File: src/rtl/mips_run_ctrl.sv
`default_nettype none
// +--------------------------------------------------------------------------+
// | mips_run_ctrl: holds cores in reset, runs them, detects jump-to-self halt|
// | Revision: 1.0                                                            |
// +--------------------------------------------------------------------------+
module mips_run_ctrl #(
  parameter int N_CORES      = 1,
  parameter int PC_W         = 32,
  parameter int RESET_CYCLES = 5,
  parameter int MAX_CYCLES   = 3250,
  parameter int STALL_LIMIT  = 8,
  parameter int CNT_W        = 32
) (
  input  logic                      clk,
  input  logic                      reset,
  input  logic                      start,
  input  logic [N_CORES*PC_W-1:0]   pc,
  output logic                      core_reset,
  output logic                      running,
  output logic [N_CORES-1:0]        halted,
  output logic                      done,
  output logic                      timeout,
  output logic [CNT_W-1:0]          cycle_count
);

  localparam int HOLD_W = (RESET_CYCLES < 2) ? 1 : $clog2(RESET_CYCLES + 1);
  localparam int SAME_W = $clog2(STALL_LIMIT + 1);
  localparam logic [HOLD_W-1:0] HOLD_LAST = HOLD_W'(RESET_CYCLES - 1);
  localparam logic [SAME_W-1:0] SAME_MAX  = SAME_W'(STALL_LIMIT);
  localparam logic [CNT_W-1:0]  CNT_LAST  = CNT_W'(MAX_CYCLES - 1);

  typedef enum logic [1:0] {
    S_IDLE = 2'd0,
    S_HOLD = 2'd1,
    S_RUN  = 2'd2,
    S_DONE = 2'd3
  } state_t;

  state_t                               state, state_nxt;
  logic [HOLD_W-1:0]                    hold_cnt;
  logic [N_CORES-1:0][PC_W-1:0]         last_pc;
  logic [N_CORES-1:0][SAME_W-1:0]       same_cnt;
  logic [N_CORES-1:0][SAME_W-1:0]       same_nxt;
  logic [N_CORES-1:0]                   halted_nxt;
  logic                                 first_run;
  logic                                 end_timeout;

  // cycle_count only reads zero during the first RUN cycle of a run
  assign first_run = (cycle_count == '0);

  always_comb begin
    same_nxt   = '0;
    halted_nxt = '0;
    for (int i = 0; i < N_CORES; i++) begin
      if (first_run || (pc[i*PC_W +: PC_W] != last_pc[i])) begin
        same_nxt[i] = SAME_W'(1);
      end else if (same_cnt[i] >= SAME_MAX) begin
        same_nxt[i] = SAME_MAX;
      end else begin
        same_nxt[i] = same_cnt[i] + SAME_W'(1);
      end
      halted_nxt[i] = halted[i] | (same_nxt[i] == SAME_MAX);
    end
  end

  always_comb begin
    state_nxt   = state;
    end_timeout = 1'b0;
    case (state)
      S_IDLE: if (start) state_nxt = S_HOLD;
      S_HOLD: if (hold_cnt == HOLD_LAST) state_nxt = S_RUN;
      S_RUN: begin
        // all-halted takes priority over the cycle limit
        if (&halted_nxt) begin
          state_nxt = S_DONE;
        end else if (cycle_count == CNT_LAST) begin
          state_nxt   = S_DONE;
          end_timeout = 1'b1;
        end
      end
      S_DONE: if (start) state_nxt = S_HOLD;
      default: state_nxt = S_IDLE;
    endcase
  end

  always_ff @(posedge clk) begin
    if (reset) begin
      state       <= S_IDLE;
      hold_cnt    <= '0;
      cycle_count <= '0;
      halted      <= '0;
      timeout     <= 1'b0;
      last_pc     <= '0;
      same_cnt    <= '0;
    end else begin
      state <= state_nxt;
      case (state)
        S_IDLE, S_DONE: begin
          if (start) begin
            hold_cnt    <= '0;
            cycle_count <= '0;
            halted      <= '0;
            timeout     <= 1'b0;
            same_cnt    <= '0;
          end
        end
        S_HOLD: hold_cnt <= hold_cnt + HOLD_W'(1);
        S_RUN: begin
          if (cycle_count != '1) cycle_count <= cycle_count + CNT_W'(1);
          halted   <= halted_nxt;
          same_cnt <= same_nxt;
          last_pc  <= pc;
          if (state_nxt == S_DONE) timeout <= end_timeout;
        end
        default: ;
      endcase
    end
  end

  assign core_reset = (state != S_RUN);
  assign running    = (state == S_RUN);
  assign done       = (state == S_DONE);

endmodule
`default_nettype wire

File: config.mk
export PLATFORM = sky130hd
export DESIGN_NAME = mips_run_ctrl
export DESIGN_NICKNAME = d
export VERILOG_FILES = /design/src/rtl/mips_run_ctrl.sv
export SDC_FILE = /design/constraint.sdc
export NUM_CORES = 1
export LEC_CHECK = 0
export BUFFER_PORTS_ARGS = -buffer_cell sky130_fd_sc_hd__buf_2
export CORE_MARGIN = 1
export CORE_UTILIZATION = 25
export CTS_CLUSTER_SIZE = 10
export DETAILED_ROUTE_END_ITERATION = 7
export PLACE_DENSITY = 0.47
export SETUP_SLACK_MARGIN = 0.1
export SLEW_MARGIN = 10
export SYNTH_ARGS = -nofsm -noshare
export SYNTH_HDL_FRONTEND = slang
export SYNTH_SLANG_ARGS = --single-unit
File: constraint.sdc
create_clock -name clk -period 5.2 [get_ports clk]
set_clock_uncertainty 0.1 [all_clocks]
set_input_delay 0.26 -clock clk [delete_from_list [all_inputs] [get_ports clk]]
set_output_delay 0.26 -clock clk [all_outputs]
set_load 0.1 [all_outputs]
==> out/metrics.yaml <==
run_status:
  status: "complete, but fails checks"
  violations: "DRC"
floorplan:
  core-area_um2: 14700
  die_x_um: 126
  dieArea_um2: 15800
  design.portCount: 72
  die_h_um: 126
  initial_core_util_pct: 26.0
  std_cell_rows: 44
detailed_routing:
  vias_per_cell: 4.67
  drc: 3
  via_count: 3181
  antenna_left: 0
  drt_iter0_markers: 141
  wl_per_cell_um: 13.5
  firstDrtPassIters: 6
  routed_wirelength_mm: 9.16
synth:
  synth_cells: 427
  synth.net_count: 472
  ys_seq_elements: 75
  synthAdderAreaFrac_pct: 3.28
  synth_ff_type: "dfxtp_1"
  synth_area_um2: 3810
  synth_compound_area_share_pct: 5.25
  synth_simple_gate_area_share_pct: 25.4
  yosysUniqueCellTypes: 48
  syn-mean-instance-area_um2: 8.93
  async_flop_share_pct: 0
  synth.area.mux_share_pct: 8.92
  ys_warn_count: 0
  yosysSeqAreaShare_pct: 39.4
  synth_top_family_by_area: "simple AND/OR/NAND/NOR gates"
  synth_edf_count: 0
  synthXorXnorAreaFrac_pct: 14.2
grt:
  antenna_found_initial: 0
  grt_pass1_wl_mm: 15.5
  met1_usage_pct: 15.7
  overflow: 0
  grt.busiest_layer: "met2"
  use_met2_pct: 20.1
  use_met3_pct: 2.91
  track_usage_pct: 12.4
  first_global_vias: 3158
  grt_max_degree: 46
placed_design:
  dp.cells: 665
  hpwl_mm: 6.64
  gp_congestion: 0.743
  numPortBuffers: 71
  pre_cts_ws_ps: 2540
sta:
  relSlewSlack_pct: 30.2
  setup_viol: 0
  fmax_ghz: 0.379
  drv_slew: 0
  worst_pin_slew_ps: 1050
  setup_tns_ps: 0
  grt_setup_unrepaired: "no"
  period_minus_slack_ps: 2640
  hold_violations: 0
  layout_setup_ws_ps: 2560
  period_share_pct: 50.8
clock_network:
  cts_buffers: 9
  cts_tree: "yes"
  insertion_delay_ps: 340
  clockRootBuffer: "clkbuf_16"
  holdBufCountCts: 0
  cts_setup_buffers: 0
  cts.clk_slew.worst_paths_ps: 60
  cts.sinks: 75
  post_cts_resized: 0
  cts_max_level: 3
  clockBufferDepth: 2
power:
  p_leak_uw: 0.00194
  irDropWorstVdd_uv: 142
  powerDensity_nw_per_um2: 377
setup_path:
  arrival_ps: 2800
  end_kind: "flip-flop"
  crit_path_frequent_cell: "nand2b_1"
  path_max_fanout: 11
  worst_path_max_delay_cell: "a211oi_2"
  worstSetupStartpointType: "flip-flop"
  crit_chain: "inv_1 > ha_2 > nand2b_1 > nand2b_1 > a211oi_2 > nand2_1 > or2_2 > a21oi_1"
  crit_required_ps: 5360
  path_class: "reg2reg"
  slowest_delay_ps: 710
final_layout:
  fillCellCount: 1532
  fin_nets: 537
  fin_cells: 681
  area_delta_synth_final_pct: 22.3
  diodes: 0
  drive_gt1_share_pct: 19.5
flow_run:
  maxCapViolCount: 0
min_path:
  hp-class: "in2reg"
==> per-stage QoR <==
stage | instance area, um2 | utilization [%] | hold slack (ps) | total power, uW
after floorplan | 3810 | - | 307 | 972
after global placement | 4320 | 29.4 | 357 | 1050
after detailed placement | 4320 | 29.4 | 356 | 1060
after CTS | 4670 | 31.7 | 77.0 | 1790
after global routing | 4670 | 31.7 | 96.6 | 1860
final | 4670 | 31.7 | 84.1 | 1760
==> kinds of logic after synthesis <==
logic type               Yosys count
AO/OA/AOI/OAI                     25
XOR/XNOR                          62
adder cells (fa/ha/maj)           10
buffers and inverters             31
flip-flops                        75
multiplexers                      34
AND/OR/NAND/NOR                  190
==> flip-flops by register name, summed over array words and instances, names as in the netlist <==
register,cells
state,2
same_cnt,4
halted,1
hold_cnt,3
timeout,1
last_pc,32
cycle_count,32
==> cells in the final DEF, fill, tap and decap left out, types with 2 or more instances in the layout <==
cell type   n
nor4_1     17
buf_2      71
ha_1        9
xnor2_1     4
clkbuf_16   9
nand2b_1    4
a21oi_1     6
inv_1      13
nand4_1    22
bufinv_16   3
and3_1     11
nand3_1    12
xor2_1     58
and4_1      3
or3_1       2
and2_1      4
mux2i_1    34
dfxtp_1    75
a31oi_1     2
o21ai_0     2
nand2_1    18
nor3_1      8
clkinv_2    2
nor2_1     80
==> layout make-up <==
type / instances / area (um2) / area share (%)
clock buffers: 11 / 243 / 5.20
inverters: 13 / 48.8 / 1.05
multi-input cells: 321 / 2180 / 46.7
flip-flops and latches: 75 / 1500 / 32.2
repair buffers: 72 / 363 / 7.78
clock inverters: 5 / 100 / 2.15
well taps: 184 / 230 / 4.93
==> per-layer routing <==
metal  wire [um]  vias up
li1            -     1614
met1        4370     1511
met2        4370       44
met3         257       12
met4         168        0
met5           0        -
==> where the power goes <==
group | leakage, uW | internal, uW | switching (uW)
Combinational | 0.00116 | 134 | 247
Sequential | 0.000606 | 624 | 36.3
Clock | 0.000169 | 480 | 239
==> final timing paths <==
check | cells after the start | from | endpoint | slack (ps)
hold reg to reg | 1 | same_cnt[2] | same_cnt[2] | 360
setup reg to reg | 8 | state[0] | cycle_count[24] | 2560
setup / recovery | 8 | state[0] | cycle_count[24] | 2560
hold / removal | 3 | pc[13] | last_pc[13] | 80
==> Yosys cell counts (3+ instances only) <==
master | n | share of area (%)
nand2_1 | 18 | 1.8
inv_1 | 13 | 1.3
buf_2 | 4 | 0.52
xnor2_1 | 4 | 0.92
clkbuf_1 | 9 | 0.89
nand4_1 | 22 | 3.6
xor2_1 | 58 | 13
dfxtp_1 | 75 | 39
and4_1 | 3 | 0.69
nor4_1 | 17 | 2.8
ha_1 | 10 | 3.3
nor3_1 | 8 | 1.0
nor2_1 | 80 | 7.9
nand2b_1 | 4 | 0.66
buf_1 | 3 | 0.30
nand3_1 | 12 | 1.6
and3_1 | 11 | 1.8
and2_1 | 4 | 0.66
mux2i_1 | 34 | 8.9
a21oi_1 | 6 | 0.79
==> critical path: cells and delay by family, from the launching register on <==
| family | cells | cell delay (ps) |
|---|---|---|
| flip-flops | 1 | 390 |
| buffers and inverters | 1 | 80 |
| AND/OR/NAND/NOR | 4 | 840 |
| adder cells (fa/ha/maj) | 1 | 320 |
| AO/OA/AOI/OAI | 2 | 840 |
Power figures use the tool's default switching activity.
